==> config.mk <==
export PLATFORM = sky130hd
export DESIGN_NAME = nonoverlap_clkgen
export DESIGN_NICKNAME = d
export VERILOG_FILES = /design/src/rtl/nonoverlap_clkgen.sv
export SDC_FILE = /design/constraint.sdc
export NUM_CORES = 1
export LEC_CHECK = 0
export CAP_MARGIN = 0
export CORE_MARGIN = 4
export CORE_UTILIZATION = 50
export DETAILED_ROUTE_END_ITERATION = 12
export GPL_TIMING_DRIVEN = 1
export PLACE_DENSITY = 0.74
export SYNTH_ARGS = -nofsm -noshare
export SYNTH_HDL_FRONTEND = slang
export SYNTH_SLANG_ARGS = --single-unit
==> constraint.sdc <==
create_clock -name CLK -period 3.6 [get_ports CLK]
set_clock_uncertainty 0.1 [all_clocks]
set_input_delay 0.72 -clock CLK [delete_from_list [all_inputs] [get_ports CLK]]
set_output_delay 0.72 -clock CLK [all_outputs]
set_load 0.01 [all_outputs]
==> src/rtl/nonoverlap_clkgen.sv <==
// nonoverlap_clkgen
//   Two-phase non-overlapping clock generator for latch-based pipelines.
//   It derives PHI1 and PHI2 from the master clock. Each phase stays high for
//   max(DIV,1) cycles, and a max(GAP,1)-cycle dead time separates the phases.
//   DIV and GAP are captured at the start of every period.
// Ports
//   CLK      master clock, rising-edge active
//   RST      asynchronous, active-high reset
//   EN       run request, sampled in IDLE and in the last cycle of G21
//   DIV      phase high time in CLK cycles (0 treated as 1)
//   GAP      dead time between phases in CLK cycles (0 treated as 1)
//   PHI1     phase-1 latch enable, taken straight from a state flop
//   PHI2     phase-2 latch enable, taken straight from a state flop
//   ACTIVE   high whenever the generator is not idle
//   CYC_CNT  completed PHI1+PHI2 periods, wrapping
module nonoverlap_clkgen #(
    parameter int unsigned DIV_W = 8,
    parameter int unsigned CNT_W = 16
) (
    input  logic             CLK,
    input  logic             RST,
    input  logic             EN,
    input  logic [DIV_W-1:0] DIV,
    input  logic [DIV_W-1:0] GAP,
    output logic             PHI1,
    output logic             PHI2,
    output logic             ACTIVE,
    output logic [CNT_W-1:0] CYC_CNT
);

    // The encoding puts PHI1, PHI2 and ACTIVE on dedicated state bits.
    // Each output is therefore a bare flop output and cannot glitch.
    //   bit0 = PHI1, bit1 = PHI2, bit3 = ACTIVE
    typedef enum logic [3:0] {
        StIdle = 4'b0000,
        StP1   = 4'b1001,
        StG12  = 4'b1000,
        StP2   = 4'b1010,
        StG21  = 4'b1100
    } state_e;

    state_e             state_q, state_d;
    logic [DIV_W-1:0]   cnt_q, cnt_d;
    logic [DIV_W-1:0]   div_q, div_d;
    logic [DIV_W-1:0]   gap_q, gap_d;
    logic [CNT_W-1:0]   cyc_q, cyc_d;
    logic [DIV_W-1:0]   div_eff;
    logic [DIV_W-1:0]   gap_eff;

    assign div_eff = (DIV == '0) ? DIV_W'(1) : DIV;
    assign gap_eff = (GAP == '0) ? DIV_W'(1) : GAP;

    // State register
    always_ff @(posedge CLK or posedge RST) begin
        if (RST) begin
            state_q <= StIdle;
            cnt_q   <= '0;
            div_q   <= DIV_W'(1);
            gap_q   <= DIV_W'(1);
            cyc_q   <= '0;
        end else begin
            state_q <= state_d;
            cnt_q   <= cnt_d;
            div_q   <= div_d;
            gap_q   <= gap_d;
            cyc_q   <= cyc_d;
        end
    end

    // Next-state logic
    always_comb begin
        state_d = state_q;
        cnt_d   = cnt_q;
        div_d   = div_q;
        gap_d   = gap_q;
        cyc_d   = cyc_q;
        case (state_q)
            StIdle: begin
                if (EN) begin
                    state_d = StP1;
                    div_d   = div_eff;
                    gap_d   = gap_eff;
                    cnt_d   = div_eff - DIV_W'(1);
                end
            end
            StP1: begin
                if (cnt_q == '0) begin
                    state_d = StG12;
                    cnt_d   = gap_q - DIV_W'(1);
                end else begin
                    cnt_d = cnt_q - DIV_W'(1);
                end
            end
            StG12: begin
                if (cnt_q == '0) begin
                    state_d = StP2;
                    cnt_d   = div_q - DIV_W'(1);
                end else begin
                    cnt_d = cnt_q - DIV_W'(1);
                end
            end
            StP2: begin
                if (cnt_q == '0) begin
                    state_d = StG21;
                    cnt_d   = gap_q - DIV_W'(1);
                end else begin
                    cnt_d = cnt_q - DIV_W'(1);
                end
            end
            StG21: begin
                if (cnt_q == '0) begin
                    // EN is only looked at here, so a started period always completes.
                    cyc_d = cyc_q + CNT_W'(1);
                    if (EN) begin
                        state_d = StP1;
                        div_d   = div_eff;
                        gap_d   = gap_eff;
                        cnt_d   = div_eff - DIV_W'(1);
                    end else begin
                        state_d = StIdle;
                        cnt_d   = '0;
                    end
                end else begin
                    cnt_d = cnt_q - DIV_W'(1);
                end
            end
            default: begin
                state_d = StIdle;
                cnt_d   = '0;
            end
        endcase
    end

    // Outputs: plain wires from the state and count flops
    always_comb begin
        PHI1    = state_q[0];
        PHI2    = state_q[1];
        ACTIVE  = state_q[3];
        CYC_CNT = cyc_q;
    end

endmodule

==> impl_metrics.json, run 1 <==
{
  "fin_tns_setup_ps": 0,
  "hp-class": "reg -> reg",
  "place.gp.congestion": 0.9373,
  "final-seq-area_um2": 1104,
  "worstMarginPinSlew_ps": 1104,
  "clk_pin_slew_ps": 80,
  "cts_hold_buf": 0,
  "rsz0062_at_grt": "false",
  "overflow": 0,
  "pwr-share-seq_pct": 44.8,
  "reg2reg_to": "div_q[5]",
  "drv_cap": 0,
  "die_y_um": 82.35,
  "crit_path_max_fanout": 6,
  "slowest_stage": "or4_1",
  "p_comb_share_pct": 30.1,
  "crit_family": "simple AND/OR/NAND/NOR gates",
  "async_flop_share_pct": 100.0,
  "syn_nets": 304,
  "synth_edf_count": 0,
  "drt_pass1_iterations": 4,
  "crit_type": "in -> reg",
  "io_buffers": 37,
  "status": "completed",
  "wl_per_cell_um": 16.51,
  "cts_tree": "done",
  "p_leak_nw": 1.415,
  "reg2reg_depth": 7,
  "min_period_ps": 2568,
  "fmax_mhz": 389.4,
  "arrival_ps": 2660,
  "min_path_cells": 1,
  "clockBufferDepth": 2,
  "drt-initial-drc-count": 246,
  "grt_pass1_wl_mm": 10.76,
  "fillCellCount": 459,
  "finalSetupViolCount": 0,
  "drive_above_1_share_pct": 11.60,
  "synth_area_um2": 2764,
  "ys_ff_latch": 44,
  "dpl.hpwl_mm": 4.785,
  "power_density_nw_per_um2": 457.7,
  "stdcell_area_um2": 3296,
  "htree_levels": 2,
  "layout.nets": 341,
  "grt_usage_pct": 20.99,
  "critical_path_required_ps": 3690,
  "power_frac_clock_pct": 25.1,
  "r2r-start": "cnt_q[0]",
  "vias": 2325,
  "min_from": "CYC_CNT[15]",
  "dieArea_um2": 6782,
  "vias_per_cell": 5.977,
  "grt_pass1_vias": 2185,
  "cts_resized": 0,
  "relSlewSlack_pct": 25.92,
  "r2r_slack_ps": 1050,
  "place_area_um2": 3184,
  "antenna_left": 0,
  "ys.flop_type": "dfrtp_1",
  "finalHoldViolations": 0,
  "avgSynthCellArea_um2": 9.836,
  "crit_buf_inv": 1,
  "cts-root-buf": "clkbuf_8",
  "cpPeakStageDelay_ps": 550,
  "grt_max_degree": 31,
  "switchingPower_uw": 524.0,
  "end_kind": "register",
  "rows": 26,
  "synth_cell_types": 56,
  "start_kind": "input port",
  "fin_crit_sh_pct": 71.33,
  "diodes": 0,
  "cts_buffers": 5,
  "cp_cell_sequence": "clkdlybuf4s50_1, or4_1, or3_1, o21bai_2, o211ai_1, a22o_1",
  "antenna_found_initial": 0,
  "detail_route.wirelength_mm": 6.421,
  "postSynthCellCount": 281,
  "area_delta_synth_final_pct": 19.24,
  "post-route-util_pct": 62.92,
  "ys_seq_area_share_pct": 39.93,
  "maxSlewViolCount": 0,
  "swShare_pct": 34.74,
  "cts.sinks": 44,
  "multi_input_area_um2": 1555,
  "drc": 0,
  "clkLatencyLatePin_ps": 300,
  "p_int_uw": 984.4,
  "io_pins": 38,
  "yosysWarnings": 0,
  "hold_end": "CYC_CNT[15]",
  "core_area_um2": 5238,
  "die_w_um": 82.35,
  "cts_setup_buffers": 0,
  "peakVddDrop_mv": 0.2869,
  "initial_utilization_pct": 52.77
}
[sequential cells by signal, indices dropped and copies added (netlist names)]
signal and flops:
div_q 8, gap_q 8, cnt_q 8, state_q 4, CYC_CNT 16
[worst reg2reg max path: cells and delay by family (launching register included)]
| family | cells | cell delay (ps) |
|---|---|---|
| flip-flops | 1 | 410 |
| AND/OR/NAND/NOR | 3 | 510 |
| AO/OA/AOI/OAI | 1 | 630 |
| multiplexers | 1 | 430 |
| adder cells (fa/ha/maj) | 1 | 270 |
| buffers and inverters | 1 | 80 |
[logic make-up after synthesis]
group                      synth area share [%]
and+or+nand+nor                           21.14
AOI/OAI and AO/OA                         15.75
DFF                                       39.93
xor gates and xnor gates                  10.14
buffers and inverters                     3.803
muxes                                     7.424
adders and majority gates                 1.811
[stage by stage]
step	total power, mW	hold WS [ps]	cells	worst slack [ps]
5_1_grt	1.596	401.1	389	843.5
6_report	1.508	368.7	389	1032
3_3_place_gp	1.119	363.2	381	793.5
3_5_place_dp	1.125	366.4	381	723.2
2_1_floorplan	0.9908	394.5	281	1322
4_1_cts	1.507	377.2	389	1043
[worst max-delay path by stage]
stage	start	endpoint	slack [ps]	depth (start not counted)
floorplan	DIV[7]	cnt_q[0]	1320	5
global placement	DIV[7]	cnt_q[0]	790	6
detailed placement	DIV[1]	cnt_q[7]	720	6
CTS	DIV[1]	cnt_q[7]	1040	6
global route	DIV[1]	cnt_q[7]	840	6
finish	DIV[5]	cnt_q[0]	1030	6
[cell usage after synthesis (all sizes together) (3+ instances only)]
cell    instances  area, µm²
or4             4      30.03
a32oi           3      26.28
mux2           15      195.2
nand4           7      43.79
ha              4      50.05
nand2b          3      18.77
xor2            7      61.31
nor2           12      52.55
o211ai          5      37.54
inv            16      60.06
buf             7      41.29
o31ai           4      30.03
a31oi           5      31.28
nand2          27      108.9
xnor2          25      219.0
nor4            9      98.84
a21oi          10      50.05
and2            3      18.77
dfrtp          42       1051
or3             4      25.02
o21ai          11      66.32
nor3            9      45.04
nand3          15      75.07
[power by group through the flow]
stage               registers, mW  clock network, mW  logic [mW]
floorplan                   0.642                  0       0.349
global placement            0.679                  0       0.440
detailed placement          0.682                  0       0.443
CTS                         0.673              0.387       0.447
global route                0.690              0.407       0.500
finish                      0.676              0.379       0.454
[area by class of cell]
cell class / count / share of cell area (%)
repair buffers: 38 / 11.47
well taps: 70 / 2.658
multi-input cells: 213 / 47.19
inverters: 16 / 1.822
flip-flops and latches: 44 / 33.49
clock inverters: 3 / 1.291
clock buffers: 5 / 2.088
[metal layers]
metal | routed length [µm] | track usage (%)
met2 | 3023 | 33.41
met1 | 2853 | 29.64
met5 | 0 | 0
met3 | 472 | 3.254
met4 | 72 | 5.814
[cells in the final DEF (no fill, tap or decap), types with 5 or more instances in the layout]
| master | synthesis | layout |
|---|---|---|
| nand2_1 | 26 | 26 |
| clkbuf_8 | 0 | 5 |
| nand4_1 | 7 | 7 |
| dfrtp_1 | 42 | 42 |
| nor2_1 | 11 | 11 |
| a21oi_1 | 10 | 10 |
| inv_1 | 16 | 15 |
| nor4_1 | 5 | 5 |
| a31oi_1 | 5 | 5 |
| mux2_4 | 7 | 7 |
| clkdlybuf4s50_1 | 0 | 37 |
| nand3_1 | 15 | 15 |
| xnor2_1 | 25 | 25 |
| mux2_2 | 8 | 8 |
| xor2_1 | 7 | 7 |
| o21ai_0 | 10 | 10 |
| nor3_1 | 9 | 9 |
| o211ai_1 | 5 | 5 |
Note: power is estimated with default switching activity, not from simulation.
==> run 2: changes to the inputs <==
- PLACE_DENSITY: 0.74 -> 0.77
- clock period: 3.6 -> 2.1 ns (I/O delays scaled with it)
==> run 2 against run 1 <==
Non-clock buffer count grew 40; power up 81%; critical endpoint is now PHI2; final area is 12% higher.
==> impl_metrics.json, run 2 (synthesis results as in run 1) <==
{
  "dpl.hpwl_mm": 5.204,
  "antenna_left": 0,
  "arrival_ps": 1500,
  "place_area_um2": 3516,
  "htree_levels": 2,
  "reg2reg_depth": 7,
  "drt_pass1_iterations": 5,
  "relSlewSlack_pct": 66.55,
  "end_kind": "output port",
  "grt_max_degree": 45,
  "wl_per_cell_um": 16.15,
  "area_delta_synth_final_pct": 32.96,
  "drt-initial-drc-count": 167,
  "fin_crit_sh_pct": 96.19,
  "detail_route.wirelength_mm": 6.929,
  "drv_cap": 0,
  "die_w_um": 82.35,
  "finalSetupViolCount": 0,
  "crit_path_max_fanout": 11,
  "r2r_slack_ps": 120,
  "io_buffers": 37,
  "wl_met3_um": 382,
  "cts-root-buf": "clkbuf_8",
  "min_period_ps": 2020,
  "peakVddDrop_mv": 0.4620,
  "grt_pass1_wl_mm": 11.21,
  "critical_path_required_ps": 1580,
  "fin_cells": 429,
  "start_kind": "register",
  "vias_per_cell": 5.779,
  "route.top_layer_used": "met4",
  "cts.sinks": 44,
  "overflow": 0,
  "r2r-start": "cnt_q[0]",
  "io_pins": 38,
  "layout.nets": 381,
  "hp-class": "in -> async",
  "grt_usage_pct": 21.61,
  "antenna_found_initial": 0,
  "cts_tree": "done",
  "p_leak_nw": 1.664,
  "core_area_um2": 5238,
  "finalHoldViolations": 0,
  "maxSlewViolCount": 0,
  "cts_setup_buffers": 0,
  "cts_buffers": 5,
  "vias": 2479,
  "die_y_um": 82.35,
  "rows": 26,
  "status": "completed",
  "reg2reg_to": "CYC_CNT[10]",
  "fin_tns_setup_ps": 0,
  "m1WireLength_mm": 3.129,
  "largest_reg_flops": 16,
  "layout_common_cells": "dfrtp_1 (41), buf_4 (38), clkdlybuf4s50_1 (33), nand2_1 (25), xnor2_1 (25)",
  "final_common_cell": "dfrtp_1",
  "crit_type": "reg -> out",
  "drc": 0,
  "power_density_nw_per_um2": 744.1,
  "clkLatencyLatePin_ps": 300,
  "cts_hold_buf": 0,
  "place.gp.congestion": 0.9269,
  "dieArea_um2": 6782,
  "wl_met2_mm": 3.208,
  "diodes": 0,
  "clk_pin_slew_ps": 90,
  "stdcell_area_um2": 3675,
  "worstMarginPinSlew_ps": 499.9,
  "drive_above_1_share_pct": 23.12,
  "fmax_mhz": 495.0,
  "dp_cells": 421,
  "grt_pass1_vias": 2457,
  "initial_utilization_pct": 52.77,
  "clockBufferDepth": 2
}
[run 2: cell types whose count changed in the layout (fill, tap and decap cells not counted), sizes merged]
cell	change
buf	+40
clkbuf	+2
clkdlybuf4s50	-4
clkinv	-1
clkinvlp	-1
dlygate4sd2	+4
[run 2: worst max path at each step]
stage / endpoint / start / slack [ps] / cells past startpoint
2_1_floorplan: div_q[1] / cnt_q[0] / 30 / 8
3_3_place_gp: cnt_q[0] / DIV[7] / -380 / 6
3_5_place_dp: cnt_q[0] / DIV[7] / -430 / 6
4_1_cts: CYC_CNT[13] / cnt_q[0] / 20 / 7
5_1_grt: CYC_CNT[10] / cnt_q[0] / -40 / 7
6_report: PHI2 / state_q[1] / 80 / 2
[run 2: final cells by class]
| type | instances | area (µm²) |
|---|---|---|
| timing repair buffer | 78 | 701.9 |
| fill | 405 | 1563 |
| sequential | 44 | 1105 |
| multi-input combinational | 213 | 1614 |
| tap | 70 | 87.58 |
| clock buffer | 7 | 76.32 |
| inverter | 16 | 60.06 |
| clock inverter | 1 | 30.03 |
[run 2: stage by stage]
stage / power, mW / util (%) / worst slack [ps] / hold WS, ps
2_1_floorplan: 1.710 / - / 28.01 / 394.5
3_3_place_gp: 2.054 / 67.13 / -379.8 / 360.0
3_5_place_dp: 2.081 / 67.13 / -433.8 / 373.7
4_1_cts: 2.718 / 69.37 / 20.89 / 379.1
5_1_grt: 2.906 / 70.16 / -36.63 / 394.0
6_report: 2.734 / 70.16 / 79.92 / 366.7
[run 2: metal layers]
metal | track usage (%) | vias up
li1 | - | 1196
met1 | 28.22 | 1178
met2 | 33.97 | 81
met3 | 5.423 | 24
met4 | 9.136 | 0
met5 | 0 | -
[run 2: what timing repair did]
item	4_1_cts	5_1_grt
setup endpoints to repair	2	17
resized for setup	7	11
pin swaps	5	5
[run 2: where the power goes]
| part | internal (mW) | switching, mW | total, mW |
|---|---|---|---|
| Combinational | 0.501 | 0.479 | 0.981 |
| Clock | 0.356 | 0.285 | 0.641 |
| Sequential | 0.958 | 0.154 | 1.11 |
| Total | 1.82 | 0.918 | 2.73 |
[run 2: critical path: stages, from the launching register on]
cell	delay [ps]
dfrtp_1	390
buf_4	230
clkdlybuf4s50_1	570
